### config.mk
export PLATFORM = sky130hd
export DESIGN_NAME = seq_det_ctrl
export DESIGN_NICKNAME = d
export VERILOG_FILES = /design/src/rtl/seq_det_pkg.sv /design/src/rtl/seq1010_mealy.sv /design/src/rtl/seq_det_ctrl.sv
export SDC_FILE = /design/constraint.sdc
export NUM_CORES = 1
export LEC_CHECK = 0
export CAP_MARGIN = 15
export CORE_ASPECT_RATIO = 1.75
export CORE_UTILIZATION = 47
export DETAILED_ROUTE_END_ITERATION = 12
export GPL_ROUTABILITY_DRIVEN = 0
export PLACE_DENSITY = 0.76
export RECOVER_POWER = 50
export SLEW_MARGIN = 20
export SYNTH_ARGS = -nofsm -noshare
export SYNTH_HDL_FRONTEND = slang
export SYNTH_SLANG_ARGS = --single-unit
### constraint.sdc
create_clock -name clk -period 2.3 [get_ports clk]
set_input_delay 0.46 -clock clk [delete_from_list [all_inputs] [get_ports clk]]
set_output_delay 0.46 -clock clk [all_outputs]
set_load 0.02 [all_outputs]
### src/rtl/seq_det_pkg.sv
// Shared encodings for the word-level "1010" sequence detector controller
// and its bit-level Mealy detector.
package seq_det_pkg;

    typedef enum logic [1:0] {
        ST_IDLE   = 2'd0,
        ST_SHIFT  = 2'd1,
        ST_REPORT = 2'd2
    } ctrl_state_t;

    // DET_Sk means the last k bits received match the first k bits of PATTERN.
    typedef enum logic [1:0] {
        DET_S0 = 2'd0,
        DET_S1 = 2'd1,
        DET_S2 = 2'd2,
        DET_S3 = 2'd3
    } det_state_t;

    localparam logic [3:0] PATTERN = 4'b1010;

endpackage

### src/rtl/seq1010_mealy.sv
// Overlapping Mealy detector for PATTERN (1010). State advances only when en=1;
// clr returns it to DET_S0 and takes priority over en.
module seq1010_mealy
    import seq_det_pkg::*;
(
    input  logic clk,
    input  logic rst,
    input  logic clr,
    input  logic en,
    input  logic din,
    output logic dout
);

    det_state_t state_q;
    det_state_t state_d;

    always_ff @(posedge clk or posedge rst) begin
        if (rst) begin
            state_q <= DET_S0;
        end else begin
            state_q <= state_d;
        end
    end

    // A mismatch falls back to the longest suffix that is still a pattern prefix.
    always_comb begin
        state_d = state_q;
        dout    = 1'b0;
        if (clr) begin
            state_d = DET_S0;
        end else if (en) begin
            case (state_q)
                DET_S0: state_d = (din == PATTERN[3]) ? DET_S1 : DET_S0;
                DET_S1: state_d = (din == PATTERN[2]) ? DET_S2 : DET_S1;
                DET_S2: state_d = (din == PATTERN[1]) ? DET_S3 : DET_S0;
                DET_S3: begin
                    if (din == PATTERN[0]) begin
                        state_d = DET_S2;
                        dout    = 1'b1;
                    end else begin
                        state_d = DET_S1;
                    end
                end
                default: state_d = DET_S0;
            endcase
        end
    end

endmodule

### src/rtl/seq_det_ctrl.sv
// Word sequencer: accepts a word, shifts it MSB-first through seq1010_mealy,
// reports the per-word match count and keeps a saturating running total.
// Build option: DET_RESTART_PER_WORD_EN clears the detector on every word accept.
// Handshakes: a transfer happens on a rising edge where valid and ready are both 1
// and flush is 0; valid and its data hold until that transfer.
module seq_det_ctrl
    import seq_det_pkg::*;
#(
    parameter int WORD_W  = 8,
    parameter int CNT_W   = 4,
    parameter int TOTAL_W = 16
) (
    input  logic               clk,
    input  logic               rst,
    input  logic               in_valid,
    input  logic [WORD_W-1:0]  in_data,
    output logic               in_ready,
    output logic               out_valid,
    output logic [CNT_W-1:0]   out_count,
    input  logic               out_ready,
    input  logic               flush,
    output logic               busy,
    output logic               match_pulse,
    output logic [TOTAL_W-1:0] total_count
);

    localparam int IDX_W = (WORD_W > 1) ? $clog2(WORD_W) : 1;
    localparam int SUM_W = TOTAL_W + 1;
    localparam logic [CNT_W-1:0] CNT_MAX = '1;

    ctrl_state_t        state_q;
    ctrl_state_t        state_d;
    logic [WORD_W-1:0]  word_q;
    logic [IDX_W-1:0]   bit_idx_q;
    logic [CNT_W-1:0]   word_cnt_q;
    logic [TOTAL_W-1:0] total_q;
    logic               match_q;

    logic               accept;
    logic               deliver;
    logic               last_bit;
    logic               det_en;
    logic               det_clr;
    logic               det_din;
    logic               det_dout;
    logic [SUM_W-1:0]   total_sum;
    logic [TOTAL_W-1:0] total_next;

    assign accept   = in_valid & in_ready;
    assign deliver  = out_valid & out_ready & ~flush;
    assign last_bit = (bit_idx_q == '0);
    assign det_en   = (state_q == ST_SHIFT) & ~flush;
    assign det_din  = word_q[bit_idx_q];

`ifdef DET_RESTART_PER_WORD_EN
    assign det_clr = flush | accept;
`else
    assign det_clr = flush;
`endif

    seq1010_mealy u_det (
        .clk  (clk),
        .rst  (rst),
        .clr  (det_clr),
        .en   (det_en),
        .din  (det_din),
        .dout (det_dout)
    );

    always_ff @(posedge clk or posedge rst) begin
        if (rst) begin
            state_q <= ST_IDLE;
        end else begin
            state_q <= state_d;
        end
    end

    always_comb begin
        state_d = state_q;
        if (flush) begin
            state_d = ST_IDLE;
        end else begin
            case (state_q)
                ST_IDLE:   if (accept)    state_d = ST_SHIFT;
                ST_SHIFT:  if (last_bit)  state_d = ST_REPORT;
                ST_REPORT: if (out_ready) state_d = ST_IDLE;
                default:                  state_d = ST_IDLE;
            endcase
        end
    end

    always_comb begin
        in_ready  = (state_q == ST_IDLE) & ~flush;
        out_valid = (state_q == ST_REPORT);
        busy      = (state_q != ST_IDLE);
    end

    // Result is zero-extended into one extra bit so an overflow shows as the carry.
    always_comb begin
        total_sum  = {1'b0, total_q} + SUM_W'(word_cnt_q);
        total_next = total_sum[TOTAL_W] ? '1 : total_sum[TOTAL_W-1:0];
    end

    always_ff @(posedge clk or posedge rst) begin
        if (rst) begin
            word_q     <= '0;
            bit_idx_q  <= '0;
            word_cnt_q <= '0;
            total_q    <= '0;
            match_q    <= 1'b0;
        end else begin
            match_q <= det_en & det_dout;
            if (flush) begin
                word_cnt_q <= '0;
            end else if (accept) begin
                word_q     <= in_data;
                bit_idx_q  <= IDX_W'(WORD_W - 1);
                word_cnt_q <= '0;
            end else if (det_en) begin
                if (!last_bit) begin
                    bit_idx_q <= bit_idx_q - IDX_W'(1);
                end
                if (det_dout && (word_cnt_q != CNT_MAX)) begin
                    word_cnt_q <= word_cnt_q + CNT_W'(1);
                end
            end
            if (deliver) begin
                total_q <= total_next;
            end
        end
    end

    assign out_count   = word_cnt_q;
    assign total_count = total_q;
    assign match_pulse = match_q;

endmodule

==> flow_summary_export.csv <==
group,metric,value,unit
status,run_status,"finished clean",
global_route,grt_overflow_total,0,
critical_path,rr_startpoint,"out_count[0]$_DFFE_PP0P_",
critical_path,worst_r2r_endpoint,"total_count[0]$_DFFE_PP0P_",
logic_synthesis,synthesis.area,1973,um^2
clock_tree,post-cts-setup-buffer-count,0,
logic_synthesis,synth-warning-count,0,
floorplanning,chipHeight,87.72,um
cells_and_area,mostFrequentLayoutCell,"dfrtp_1",
min_path,hold_path_end,"word_q[5]$_DFFE_PP0P_",
critical_path,critical_path_class,"flop to flop",
min_path,hold_path.class,"flop to flop",
clock_tree,cts_buffer_depth,2,
floorplanning,die-area,4472,um^2
clock_tree,holdBufCountCts,0,
timing,final-setup-viol-count,0,
critical_path,critical_path.endpoint_type,"flop",
timing,postLayoutSetupSlackWorst,0.1599,ns
routing,totalWireLength,4.229,mm
timing,max_freq,467.3,MHz
logic_synthesis,multiplexer_area_fraction_after_synthesis,0.1046,
timing,final-hold-violation-count,0,
place,post-dp-hpwl,3.149,mm
power_and_ir_drop,finalPower,0.001877,W
run,max-cap-violations,0,
global_route,total_routing_usage_gr,0.2073,
cells_and_area,mostFrequentLayoutCells,"dfrtp_1, clkdlybuf4s50_1, nand2_1, nand3_1, mux2_1",
min_path,worstHoldStart,"word_q[5]$_DFFE_PP0P_",
logic_synthesis,main_combinational_cell_family_by_area_after_synthesis,"simple AND/OR/NAND/NOR gates",
routing,drt_drc_violations_left,0,
clock_tree,clkTransAtPathRegs,0.07,ns
timing,tightest_slew,0.9285,ns
logic_synthesis,synth_xor_area_frac,0.008878,
cells_and_area,area_delta_synth_final,27.01,%
cells_and_area,layout-drive-gt1-share,0.1039,
cells_and_area,n_antenna_cell,0,
logic_synthesis,postSynthNetCount,204,
clock_tree,h_tree_depth,2,
critical_path,reg2reg_slack,0.16,ns
timing,final.setup_skew,0.004421,ns
place,place.port_buffers,36,
power_and_ir_drop,leakagePower,1.192,nW
power_and_ir_drop,pwr_density_cell,748.9,nW/um^2
critical_path,cp.required,2.47,ns
critical_path,worst_ep_arrival_time,2.31,ns
routing,vias,1591,
routing,mean_number_of_vias_per_cell,5.703,
place,dpl-instance-area,2435,um^2
routing,drtAntennaViolNets,0,
logic_synthesis,yosysSeqAreaShare,0.4566,
clock_tree,cts_tree,"done",
timing,min_period,2.140,ns
timing,final_max_slew_viol_count,0,
logic_synthesis,post_synth_inst_count,183,
clock_tree,cts.root.buffer_cell,"clkbuf_8",
logic_synthesis,synth-compound-area-share,0.1211,
power_and_ir_drop,power.ir.vdd_worst,481.1,uV
global_route,antenna_found_initial,0,
routing,maxUsedRoutingLayer,"met4",
clock_tree,clkSinkCount,36,
timing,final.setup.tns,0,ns
routing,route.layer.met1.wl,1.758,mm
clock_tree,numCtsBuffers,5,
floorplanning,row_count,30,
logic_synthesis,synth_simple_gate_area_share,0.2162,
routing,wl_per_cell,15.16,um
critical_path,r2r_cells,8,
cells_and_area,n_fill_cell,345,
floorplanning,starting_density_of_the_core,0.5006,
global_route,grt_first_pass_wirelength,6.879,mm
clock_tree,clk_latency,0.28,ns
logic_synthesis,syn_area_per_cell,10.78,um^2
global_route,largest_net_degree_at_the_start_of_global_routing,37,
logic_synthesis,synth-edff-count,0,
timing,timing.slew.headroom,0.3810,
logic_synthesis,synth-main-ff-cell,"dfrtp_1",
min_path,timing.hold.worst_path_depth,1,
timing,timing.final.crit_share,0.9305,
critical_path,critical_path_peak_fanout,12,
global_route,grt_pass1_vias,1530,
routing,drt_first_iter_violations,31,
floorplanning,coreArea,3941,um^2
routing,met2_length,2.321,mm
floorplanning,die_width,50.98,um
place,pre_cts_slack,0.02063,ns
floorplanning,pin_count,37,
logic_synthesis,synth_cell_types,47,
cells_and_area,final_net_count,251,
cells_and_area,layout.cell_area.non_filler,2506,um^2
routing,met3_wirelength,95,um
logic_synthesis,fraction_of_registers_with_async_set_or_reset_after_synthesis,1.000,
logic_synthesis,post_synth_fa_ha_maj_area_fraction,0.05453,
timing,rsz_0062_raised_after_global_routing,"no",
routing,detailedRoute.firstPassIterationCount,4,
logic_synthesis,synth_seq_cells,36,
critical_path,startpoint_type,"flop",
[stage by stage]
stage,instances,hold WS (ns),utilization
after detailed placement,271,0.4780,0.6178
after floorplan,183,0.4574,-
after CTS,279,0.4953,0.6413
final,279,0.4948,0.6359
after global routing,279,0.5046,0.6359
after global placement,271,0.4688,0.6178
[state kept, by name (all words and copies together), names as in the netlist]
register and flops:
out_count 4, match_pulse 1, u_det.state_q 2, total_count 16, bit_idx_q 3, word_q 8, state_q 2
[how the worst max path moves through the flow]
stage | startpoint | cells after the start | end | slack (ns)
after floorplan | out_count[0]$_DFFE_PP0P_ | 7 | total_count[12]$_DFFE_PP0P_ | 0.07
after global placement | flush | 7 | total_count[13]$_DFFE_PP0P_ | 0.05
after detailed placement | flush | 6 | total_count[15]$_DFFE_PP0P_ | 0.02
after CTS | state_q[0]$_DFFE_PP0P_ | 3 | in_ready | 0.02
after global routing | out_count[0]$_DFFE_PP0P_ | 8 | total_count[0]$_DFFE_PP0P_ | 0.04
final | out_count[0]$_DFFE_PP0P_ | 8 | total_count[0]$_DFFE_PP0P_ | 0.16
[repair_timing]
item / 4_1_cts / 5_1_grt
gates resized for setup: 0 / 2
setup endpoints to repair: 0 / 3
hold endpoints to repair: 0 / 0
[area by class of cell]
cell class,instances,area [um^2],area share
multi-input cells,132,985.9,0.3934
flip-flops and latches,36,900.9,0.3595
repair buffers,48,440.4,0.1757
clock buffers,6,82.58,0.03295
well taps,48,60.06,0.02396
inverters,7,26.28,0.01048
clock inverters,2,10.01,0.003994
[critical path, cell delays in order, from the launching register on]
cell	delay, ns
dfrtp_1	0.40
ha_1	0.25
fa_1	0.41
a21o_1	0.20
a21oi_1	0.14
buf_4	0.20
o41ai_1	0.09
buf_4	0.15
o22a_1	0.17
[synthesized netlist by cell type, types with 2 or more instances]
cell / count / area [um^2]
and3_1: 7 / 43.79
o21ai_1: 4 / 20.02
a31oi_1: 2 / 12.51
mux2i_1: 6 / 60.06
mux2_1: 10 / 112.6
or4_1: 7 / 52.55
nor2b_1: 2 / 12.51
o31ai_1: 6 / 45.04
inv_1: 7 / 26.28
nor4b_2: 2 / 30.03
nor4_1: 2 / 12.51
buf_4: 2 / 15.01
or3_1: 2 / 12.51
o21a_1: 2 / 15.01
o21ai_0: 2 / 10.01
nand2_1: 16 / 60.06
a21oi_1: 4 / 20.02
clkbuf_1: 2 / 7.510
buf_2: 3 / 15.01
ha_1: 7 / 87.58
a21o_1: 3 / 22.52
dfrtp_1: 36 / 900.9
nor2_1: 5 / 18.77
and4_1: 2 / 17.52
nand2b_1: 2 / 12.51
o22a_1: 4 / 35.03
nand3_1: 16 / 80.08
[power breakdown]
group	leakage, nW	switching, W	internal [W]
logic	0.680	0.000277	0.000291
clock network	0.0510	0.000223	0.000239
registers	0.462	0.000102	0.000746
[routing by layer]
| layer | global-route usage | vias to the layer above |
|---|---|---|
| met3 | 0.03646 | 5 |
| li1 | - | 782 |
| met4 | 0.09091 | 0 |
| met1 | 0.2309 | 778 |
| met2 | 0.3756 | 26 |
| met5 | 0 | - |
[logic make-up after synthesis]
kind of cell / Yosys count
adders and majority gates: 8
xor gates and xnor gates: 2
AOI/OAI and AO/OA: 34
muxes: 18
buffers and inverters: 15
DFF: 36
and+or+nand+nor: 70
Note: power is estimated with default switching activity, not from simulation.
